## config.mk

```make
export PLATFORM = sky130hd
export DESIGN_NAME = dual_port_sram_arbiter_flat
export DESIGN_NICKNAME = d
export VERILOG_FILES = /design/src/rtl/dual_port_sram_arbiter_if.sv /design/src/rtl/dual_port_sram_arbiter.sv /design/src/flat_wrapper.sv
export SDC_FILE = /design/constraint.sdc
export NUM_CORES = 1
export LEC_CHECK = 0
export CAP_MARGIN = 20
export CORE_MARGIN = 2
export CORE_UTILIZATION = 31
export CTS_BUF_LIST = sky130_fd_sc_hd__clkbuf_8
export CTS_CLUSTER_DIAMETER = 100
export CTS_CLUSTER_SIZE = 14
export DETAILED_ROUTE_END_ITERATION = 8
export GPL_TIMING_DRIVEN = 0
export PLACE_DENSITY = 0.77
export RECOVER_POWER = 100
export SLEW_MARGIN = 20
export SYNTH_ARGS = -nofsm -noshare
export SYNTH_HDL_FRONTEND = slang
export SYNTH_SLANG_ARGS = --single-unit
```

## constraint.sdc

```tcl
create_clock -name clk -period 2.28 [get_ports clk]
set_clock_uncertainty 0.1 [all_clocks]
set_input_delay 0.456 -clock clk [delete_from_list [all_inputs] [get_ports clk]]
set_output_delay 0.456 -clock clk [all_outputs]
set_load 0.02 [all_outputs]
```

## src/rtl/dual_port_sram_arbiter_if.sv

```systemverilog
// Client-side bundle for dual_port_sram_arbiter: read/write handshakes of clients A and B.
// master = datapath client side, slave = arbiter side.
interface dual_port_sram_arbiter_if #(
    parameter int WIDTH      = 32,
    parameter int ADDR_WIDTH = 4
);
    logic                  a_wr_req;
    logic [ADDR_WIDTH-1:0] a_wr_addr;
    logic [WIDTH-1:0]      a_wr_data;
    logic                  a_wr_gnt;
    logic                  a_rd_req;
    logic [ADDR_WIDTH-1:0] a_rd_addr;
    logic                  a_rd_gnt;
    logic                  a_rd_valid;
    logic [WIDTH-1:0]      a_rd_data;

    logic                  b_wr_req;
    logic [ADDR_WIDTH-1:0] b_wr_addr;
    logic [WIDTH-1:0]      b_wr_data;
    logic                  b_wr_gnt;
    logic                  b_rd_req;
    logic [ADDR_WIDTH-1:0] b_rd_addr;
    logic                  b_rd_gnt;
    logic                  b_rd_valid;
    logic [WIDTH-1:0]      b_rd_data;

    modport master (
        output a_wr_req, a_wr_addr, a_wr_data, a_rd_req, a_rd_addr,
        output b_wr_req, b_wr_addr, b_wr_data, b_rd_req, b_rd_addr,
        input  a_wr_gnt, a_rd_gnt, a_rd_valid, a_rd_data,
        input  b_wr_gnt, b_rd_gnt, b_rd_valid, b_rd_data
    );

    modport slave (
        input  a_wr_req, a_wr_addr, a_wr_data, a_rd_req, a_rd_addr,
        input  b_wr_req, b_wr_addr, b_wr_data, b_rd_req, b_rd_addr,
        output a_wr_gnt, a_rd_gnt, a_rd_valid, a_rd_data,
        output b_wr_gnt, b_rd_gnt, b_rd_valid, b_rd_data
    );
endinterface

```

## src/rtl/dual_port_sram_arbiter.sv

```systemverilog
// Two-client round-robin arbiter for a dual-port SRAM: independent write and read arbitration,
// registered SRAM control pins, and a tag pipeline that routes read data back to its requester.
module dual_port_sram_arbiter #(
    parameter int WIDTH        = 32,
    parameter int DEPTH        = 16,
    parameter int ADDR_WIDTH   = $clog2(DEPTH),
    parameter int READ_LATENCY = 1
) (
    input  logic                  clk,
    input  logic                  rst_n,
    dual_port_sram_arbiter_if.slave bus,
    output logic [ADDR_WIDTH-1:0] sram_read_address,
    output logic [ADDR_WIDTH-1:0] sram_write_address,
    output logic [WIDTH-1:0]      sram_write_data,
    output logic                  sram_chip_select,
    output logic                  sram_write_enable,
    output logic                  sram_output_enable,
    input  logic [WIDTH-1:0]      sram_read_data
);

    typedef enum logic {
        CLIENT_A = 1'b0,
        CLIENT_B = 1'b1
    } client_t;

    client_t               wr_prio;
    client_t               rd_prio;
    client_t               wr_winner;
    client_t               rd_winner;
    logic                  wr_any;
    logic                  rd_any;
    logic                  hazard;
    logic                  wr_go;
    logic                  rd_go;
    logic [ADDR_WIDTH-1:0] wr_addr_win;
    logic [ADDR_WIDTH-1:0] rd_addr_win;
    logic [WIDTH-1:0]      wr_data_win;

    logic [READ_LATENCY-1:0] tag_valid;
    client_t                 tag_id [READ_LATENCY];
    logic                    in_flight;
    logic                    a_valid_q;
    logic                    b_valid_q;

    // Winner selection; prio only matters when both clients request at once.
    always_comb begin
        wr_any    = bus.a_wr_req | bus.b_wr_req;
        rd_any    = bus.a_rd_req | bus.b_rd_req;
        wr_winner = CLIENT_A;
        rd_winner = CLIENT_A;
        if (bus.a_wr_req && bus.b_wr_req) begin
            wr_winner = wr_prio;
        end else if (bus.b_wr_req) begin
            wr_winner = CLIENT_B;
        end
        if (bus.a_rd_req && bus.b_rd_req) begin
            rd_winner = rd_prio;
        end else if (bus.b_rd_req) begin
            rd_winner = CLIENT_B;
        end
        wr_addr_win = (wr_winner == CLIENT_B) ? bus.b_wr_addr : bus.a_wr_addr;
        wr_data_win = (wr_winner == CLIENT_B) ? bus.b_wr_data : bus.a_wr_data;
        rd_addr_win = (rd_winner == CLIENT_B) ? bus.b_rd_addr : bus.a_rd_addr;
        // A read colliding with this cycle's write waits one cycle so it sees the new data.
        hazard = wr_any && rd_any && (rd_addr_win == wr_addr_win);
        wr_go  = wr_any;
        rd_go  = rd_any && !hazard;
    end

    assign bus.a_wr_gnt = wr_go && (wr_winner == CLIENT_A);
    assign bus.b_wr_gnt = wr_go && (wr_winner == CLIENT_B);
    assign bus.a_rd_gnt = rd_go && (rd_winner == CLIENT_A);
    assign bus.b_rd_gnt = rd_go && (rd_winner == CLIENT_B);

    always_ff @(posedge clk or negedge rst_n) begin
        if (!rst_n) begin
            wr_prio <= CLIENT_A;
            rd_prio <= CLIENT_A;
        end else begin
            if (wr_go) begin
                wr_prio <= (wr_winner == CLIENT_A) ? CLIENT_B : CLIENT_A;
            end
            if (rd_go) begin
                rd_prio <= (rd_winner == CLIENT_A) ? CLIENT_B : CLIENT_A;
            end
        end
    end

    assign in_flight = |tag_valid;

    always_ff @(posedge clk or negedge rst_n) begin
        if (!rst_n) begin
            sram_read_address  <= '0;
            sram_write_address <= '0;
            sram_write_data    <= '0;
            sram_chip_select   <= 1'b0;
            sram_write_enable  <= 1'b0;
            sram_output_enable <= 1'b0;
        end else begin
            sram_write_enable  <= wr_go;
            sram_chip_select   <= wr_go | rd_go | in_flight;
            sram_output_enable <= rd_go | in_flight;
            if (wr_go) begin
                sram_write_address <= wr_addr_win;
                sram_write_data    <= wr_data_win;
            end
            if (rd_go) begin
                sram_read_address <= rd_addr_win;
            end
        end
    end

    // READ_LATENCY tag stages plus the registered valid outputs give the full return delay.
    always_ff @(posedge clk or negedge rst_n) begin
        if (!rst_n) begin
            tag_valid <= '0;
            for (int i = 0; i < READ_LATENCY; i++) begin
                tag_id[i] <= CLIENT_A;
            end
            a_valid_q <= 1'b0;
            b_valid_q <= 1'b0;
        end else begin
            tag_valid[0] <= rd_go;
            tag_id[0]    <= rd_winner;
            for (int i = 1; i < READ_LATENCY; i++) begin
                tag_valid[i] <= tag_valid[i-1];
                tag_id[i]    <= tag_id[i-1];
            end
            a_valid_q <= tag_valid[READ_LATENCY-1] && (tag_id[READ_LATENCY-1] == CLIENT_A);
            b_valid_q <= tag_valid[READ_LATENCY-1] && (tag_id[READ_LATENCY-1] == CLIENT_B);
        end
    end

    assign bus.a_rd_valid = a_valid_q;
    assign bus.b_rd_valid = b_valid_q;
    assign bus.a_rd_data  = sram_read_data;
    assign bus.b_rd_data  = sram_read_data;

endmodule

```

## src/flat_wrapper.sv

```systemverilog
// flat-port wrapper written by rule: the top's interface ports become plain ports
module dual_port_sram_arbiter_flat 
#(
    parameter int WIDTH        = 32,
    parameter int DEPTH        = 16,
    parameter int ADDR_WIDTH   = $clog2(DEPTH),
    parameter int READ_LATENCY = 1
)
  (clk, rst_n, sram_read_address, sram_write_address, sram_write_data, sram_chip_select, sram_write_enable, sram_output_enable, sram_read_data, bus_a_wr_req, bus_a_wr_addr, bus_a_wr_data, bus_a_rd_req, bus_a_rd_addr, bus_b_wr_req, bus_b_wr_addr, bus_b_wr_data, bus_b_rd_req, bus_b_rd_addr, bus_a_wr_gnt, bus_a_rd_gnt, bus_a_rd_valid, bus_a_rd_data, bus_b_wr_gnt, bus_b_rd_gnt, bus_b_rd_valid, bus_b_rd_data);
  dual_port_sram_arbiter_if #(.WIDTH(WIDTH), .ADDR_WIDTH(ADDR_WIDTH)) bus_i ();
  input  logic clk;
  input  logic rst_n;
  output logic [ADDR_WIDTH-1:0] sram_read_address;
  output logic [ADDR_WIDTH-1:0] sram_write_address;
  output logic [WIDTH-1:0] sram_write_data;
  output logic sram_chip_select;
  output logic sram_write_enable;
  output logic sram_output_enable;
  input  logic [WIDTH-1:0] sram_read_data;
  input wire logic [$bits(bus_i.a_wr_req)-1:0] bus_a_wr_req;
  input wire logic [$bits(bus_i.a_wr_addr)-1:0] bus_a_wr_addr;
  input wire logic [$bits(bus_i.a_wr_data)-1:0] bus_a_wr_data;
  input wire logic [$bits(bus_i.a_rd_req)-1:0] bus_a_rd_req;
  input wire logic [$bits(bus_i.a_rd_addr)-1:0] bus_a_rd_addr;
  input wire logic [$bits(bus_i.b_wr_req)-1:0] bus_b_wr_req;
  input wire logic [$bits(bus_i.b_wr_addr)-1:0] bus_b_wr_addr;
  input wire logic [$bits(bus_i.b_wr_data)-1:0] bus_b_wr_data;
  input wire logic [$bits(bus_i.b_rd_req)-1:0] bus_b_rd_req;
  input wire logic [$bits(bus_i.b_rd_addr)-1:0] bus_b_rd_addr;
  output wire logic [$bits(bus_i.a_wr_gnt)-1:0] bus_a_wr_gnt;
  output wire logic [$bits(bus_i.a_rd_gnt)-1:0] bus_a_rd_gnt;
  output wire logic [$bits(bus_i.a_rd_valid)-1:0] bus_a_rd_valid;
  output wire logic [$bits(bus_i.a_rd_data)-1:0] bus_a_rd_data;
  output wire logic [$bits(bus_i.b_wr_gnt)-1:0] bus_b_wr_gnt;
  output wire logic [$bits(bus_i.b_rd_gnt)-1:0] bus_b_rd_gnt;
  output wire logic [$bits(bus_i.b_rd_valid)-1:0] bus_b_rd_valid;
  output wire logic [$bits(bus_i.b_rd_data)-1:0] bus_b_rd_data;
  assign bus_i.a_wr_req = bus_a_wr_req;
  assign bus_i.a_wr_addr = bus_a_wr_addr;
  assign bus_i.a_wr_data = bus_a_wr_data;
  assign bus_i.a_rd_req = bus_a_rd_req;
  assign bus_i.a_rd_addr = bus_a_rd_addr;
  assign bus_i.b_wr_req = bus_b_wr_req;
  assign bus_i.b_wr_addr = bus_b_wr_addr;
  assign bus_i.b_wr_data = bus_b_wr_data;
  assign bus_i.b_rd_req = bus_b_rd_req;
  assign bus_i.b_rd_addr = bus_b_rd_addr;
  assign bus_a_wr_gnt = bus_i.a_wr_gnt;
  assign bus_a_rd_gnt = bus_i.a_rd_gnt;
  assign bus_a_rd_valid = bus_i.a_rd_valid;
  assign bus_a_rd_data = bus_i.a_rd_data;
  assign bus_b_wr_gnt = bus_i.b_wr_gnt;
  assign bus_b_rd_gnt = bus_i.b_rd_gnt;
  assign bus_b_rd_valid = bus_i.b_rd_valid;
  assign bus_b_rd_data = bus_i.b_rd_data;
  dual_port_sram_arbiter #(.WIDTH(WIDTH), .DEPTH(DEPTH), .ADDR_WIDTH(ADDR_WIDTH), .READ_LATENCY(READ_LATENCY)) u_core (.clk(clk), .rst_n(rst_n), .bus(bus_i), .sram_read_address(sram_read_address), .sram_write_address(sram_write_address), .sram_write_data(sram_write_data), .sram_chip_select(sram_chip_select), .sram_write_enable(sram_write_enable), .sram_output_enable(sram_output_enable), .sram_read_data(sram_read_data));
endmodule
```

Yosys cells after proc, flatten, opt, wreduce, memory -nomap -nowiden
Index checks and enable logic that the tools add are counted.
{"block": "totals", "register_bits": 49, "output_inout_bits": 113, "latchBits": 0, "inputBits": 118, "rom_bits": 0, "memories": 0, "ram_bits": 0, "wordCells": 42}
{"block": "op_classes", "n_reduce_logical": 12, "bitwise_logic": 8, "mux": 9, "n_lt_le_gt_ge": 0, "n_eq_ne": 1, "addsub": 0, "multipliers": 0, "div": 0, "shifts": 0}
{"cell": "$mux 32", "count": 1}
{"cell": "$logic_and 1x1->1", "count": 11}
{"cell": "$mux 4", "count": 2}
{"cell": "$mux 1", "count": 6}
{"cell": "$or 1x1->1", "count": 5}
{"cell": "$eq 4x4->1", "count": 1}
{"cell": "$not 1->1", "count": 3}
{"cell": "$logic_not 1->1", "count": 1}

Longest topological paths before layout
{"block": "depth", "word_depth": 9, "ltp_mapped": 8, "ltp_nobuf": 7}

Worst setup path before layout
Ideal clock, no wire load.
{"block": "synth_timing", "path_type": "input to output", "from": "in bus_a_rd_req", "to": "out bus_a_rd_gnt", "t_arrival_ns": 1.839, "n_path_buf": 1, "stages": 8, "required_ns": 1.724, "path_slack_ns": -0.115, "path_cell_list": "nand2b_1 and2_1 buf_6 mux2i_4 xor2_1 a22oi_2 o22ai_4 nor2_1"}
{"block": "synth_between", "elab_chain_cells": 8}
{"item": "start, declared", "line_no": "flat_wrapper.sv:23", "text": "input wire logic [$bits(bus_i.a_rd_req)-1:0] bus_a_rd_req;"}
{"item": "$logic_and 1x1->1 *", "line_no": "dual_port_sram_arbiter.sv:56", "text": "if (bus.a_rd_req && bus.b_rd_req) begin"}
{"item": "$mux 1 *", "line_no": "dual_port_sram_arbiter.sv:56"}
{"item": "net u_core.rd_winner", "line_no": "dual_port_sram_arbiter.sv:29", "text": "client_t rd_winner;"}
{"item": "$mux 4", "line_no": "dual_port_sram_arbiter.sv:63", "text": "rd_addr_win = (rd_winner == CLIENT_B) ? bus.b_rd_addr : bus.a_rd_addr;"}
{"item": "$eq 4x4->1", "line_no": "dual_port_sram_arbiter.sv:65", "text": "hazard = wr_any && rd_any && (rd_addr_win == wr_addr_win);"}
{"item": "$logic_and 1x1->1", "line_no": "dual_port_sram_arbiter.sv:65"}
{"item": "$logic_not 1->1", "line_no": "dual_port_sram_arbiter.sv:67", "text": "rd_go = rd_any && !hazard;"}
{"item": "$logic_and 1x1->1", "line_no": "dual_port_sram_arbiter.sv:67"}
{"item": "$logic_and 1x1->1 *", "line_no": "dual_port_sram_arbiter.sv:72", "text": "assign bus.a_rd_gnt = rd_go && (rd_winner == CLIENT_A);"}
{"item": "end, declared", "line_no": "flat_wrapper.sv:31", "text": "output wire logic [$bits(bus_i.a_rd_gnt)-1:0] bus_a_rd_gnt;"}
Mark *: on every way through the listed nets, which the timed path passes. The rest lies on a longest branch.

Worst setup path in the final report
{"block": "layout_timing", "from": "reg u_core.rd_prio", "to": "out bus_a_rd_gnt"}
{"block": "layout_between", "elab_chain_cells": 7}
{"item": "start, declared", "line_no": "dual_port_sram_arbiter.sv:27", "text": "client_t rd_prio;"}
{"item": "start signal, assigned", "line_no": "dual_port_sram_arbiter.sv:84", "text": "rd_prio <= (rd_winner == CLIENT_A) ? CLIENT_B : CLIENT_A;"}
{"item": "$mux 1 *", "line_no": "dual_port_sram_arbiter.sv:56"}
{"item": "$mux 4", "line_no": "dual_port_sram_arbiter.sv:63"}
{"item": "$eq 4x4->1", "line_no": "dual_port_sram_arbiter.sv:65"}
{"item": "$logic_and 1x1->1", "line_no": "dual_port_sram_arbiter.sv:65"}
{"item": "$logic_not 1->1", "line_no": "dual_port_sram_arbiter.sv:67"}
{"item": "$logic_and 1x1->1", "line_no": "dual_port_sram_arbiter.sv:67"}
{"item": "$logic_and 1x1->1 *", "line_no": "dual_port_sram_arbiter.sv:72"}
Every way passes the cells marked *; elsewhere a longest branch is shown, timed or not.

==> run metrics <==
final net count 672; synth top area cells dfrtp_1, buf_4, a21oi_1; CTS HTree Levels 2; Vias/cell 4.621; syn nets 461; drt first pass iters 4; Yosys top cell by area dfrtp_1; Die ar. 10390 µm²; aggregate global routing overflow 0; Post-synth top flop dfrtp_1; placed cell count 669; P per Cell Area 537.2 nW/µm²; largest net degree at the start of global routing 50; Root Buffer clkbuf_8; share of the synthesized area in the top cell type 41.23%; Pleak 2.237 nW; gp weighted congestion 0.8019; Finished Cell Area 5366 µm²; layout cells sized above 1 19.13%; min Tclk post-route 2.624 ns; flops & latches, synth 49; DIE HEIGHT 102.0 µm; Starting Density 32.04%; post-synthesis async set-or-reset flop share 100.0%; crit share post-route 115.1%; synth cell count leaders a21oi_1, buf_4, dfrtp_1; library cells used by synthesis 25; Finished Layout Cells 683; Area Growth Syn to Fin 80.44%; Worst-path clk slew 0.09 ns; post-synthesis sequential area ratio 41.23%; Yosys warning total 0; CP Class reg -> out; CTS tree yes; number of clock sinks 49; I/O pin count 231; Mapped Avg Cell Area 8.671 µm²; Max FO, Critical Path 7; most numerous cell in the Yosys netlist a21oi_1; Post-route DRC 0; CP arrival 2.07 ns; Synth Instances 343; setup violators final 2; slowest cell on the critical path dfrtp_1; Rel. slew slack 14.23%; Final Power 2.883 mW; crit path cell chain nand2b_4 > and2_4 > buf_4 > mux2i_4 > xnor2_2 > nand3_4 > o22ai_4 > nor2_2 > buf_6; met3 Use GR 4.172%; setup_tns -0.6747 ns; worst setup margin -0.3436 ns; fmax 381.2 MHz; final HPWL from detailed placement 7.749 mm; initial DRC count 104; # rows 35; Netlist Area Pre-Place 2974 µm²; vias in the first global route 3249; max incr delay on CP 0.40 ns; Buf/Inv on CP 2; Final Hold Fails 0; worst vdd ir 248.6 µV; clock buffer depth 2; Global Route met1 Usage 21.09%; largest delay contributor family on the critical path simple AND/OR/NAND/NOR gates; CP startpoint kind flip-flop; Worst-Skew Late Latency 0.29 ns; Routed WL 10.05 mm; via count 3156; Total GRT Usage 18.25%; final slew viol count 0; Max Cap Viol 0; Critical Path RT 1.72 ns; Worst setup EP type output pin; placeable core area 9284 µm²; Placed Area 5110 µm²; Least-Margin Pin Slew 1.287 ns; ANT cells 0; first-pass GRT wire length 14.99 mm; RSZ-0062 raised after global routing true; GR peak layer met2; DRT antenna net count 0; initial antenna violation count 0; failing checks setup timing; GR Layer Usage met2 33.96%; Port Buffers 197; Die Wd 102.0 µm; Avg WL per Cell 14.71 µm; total CTS buffers 5; Hold Crit Class reg -> reg; Post-synth EDFFs 0; run status complete, but fails checks
## cells in the final DEF (no fill, tap or decap), types with 2 or more instances in the layout
master / instances
clkbuf_1: 16
o21ai_0: 34
dlygate4sd2_1: 2
nor2_1: 4
nand2_1: 32
clkdlybuf4s15_2: 2
mux2i_4: 4
clkdlybuf4s50_1: 189
and2_4: 2
nand2b_4: 2
buf_6: 2
dfrtp_1: 48
mux2i_1: 7
a21oi_1: 68
xnor2_2: 2
xor2_1: 2
clkbuf_8: 5
inv_1: 6
nand2b_1: 33
buf_4: 73
## flip-flops by register name (all words and copies together) (netlist names)
register	count
u_core.sram_chip_select	1
u_core.tag_id	1
u_core.sram_output_enable	1
u_core.sram_write_address	4
u_core.wr_prio	1
u_core.bus.a_rd_valid	1
u_core.rd_prio	1
u_core.sram_read_address	4
u_core.in_flight	1
u_core.sram_write_data	32
u_core.bus.b_rd_valid	1
u_core.sram_write_enable	1
## power breakdown
group / internal, mW / switching [mW]
sequential: 0.980 / 0.0599
combinational: 0.657 / 0.579
clock: 0.319 / 0.287
## per-layer routing
metal | routed length [µm] | up-vias
met5 | 0 | -
met4 | 124 | 0
met3 | 784 | 10
met2 | 5180 | 166
met1 | 3960 | 1488
li1 | - | 1492
## path summary, 6_finish.rpt
kind                           startpoint                     endpoint  slack, ns  depth (start not counted)
max                        u_core.rd_prio                 bus_a_rd_gnt      -0.34                          9
min                         u_core.tag_id        u_core.bus.a_rd_valid       0.32                          1
max reg2reg                u_core.rd_prio  u_core.sram_read_address[2]       0.12                          9
min reg2reg                 u_core.tag_id        u_core.bus.a_rd_valid       0.32                          1
max in group asynchronous           rst_n               u_core.wr_prio       0.89                          1
min in group asynchronous           rst_n   u_core.sram_write_data[15]       0.33                          1
## metrics by stage
step / worst slack, ns / hold WS (ns) / util [%]
floorplan: -0.06468 / 0.06041 / -
global placement: -1.237 / 0.2984 / 55.07
detailed placement: -1.277 / 0.3088 / 55.04
CTS: -0.4070 / 0.09432 / 57.39
global route: -0.4263 / 0.3322 / 57.80
finish: -0.3436 / 0.3190 / 57.80
## repair_timing
item,CTS,global route
gates cloned,0,0
setup buffers,6,3
hold buffers,0,0
pin swaps,6,5
gates resized for setup,37,6
endpoints found under the setup margin,11,7
## cell type report
type	instances	area, µm²
Fill cell	817	3918
Timing Repair Buffer	206	2037
Multi-Input combinational cell	204	1249
Sequential cell	49	1227
Buffer	82	565.5
Tap cell	129	161.4
Clock buffer	5	68.82
Clock inverter	2	35.03
Inverter	6	22.52
## cell families (layout without fill, tap and decap cells)
logic type                after synthesis  after routing  synth area share [%]
buffers and inverters                  90            301                 19.98
DFF                                    49             49                 41.23
muxes                                  12             12                 4.459
AOI/OAI and AO/OA                     106            106                 18.81
xor gates and xnor gates                5              5                 1.473
and+or+nand+nor                        81             81                 14.05
No activity file was read; power rests on OpenSTA's default activity.
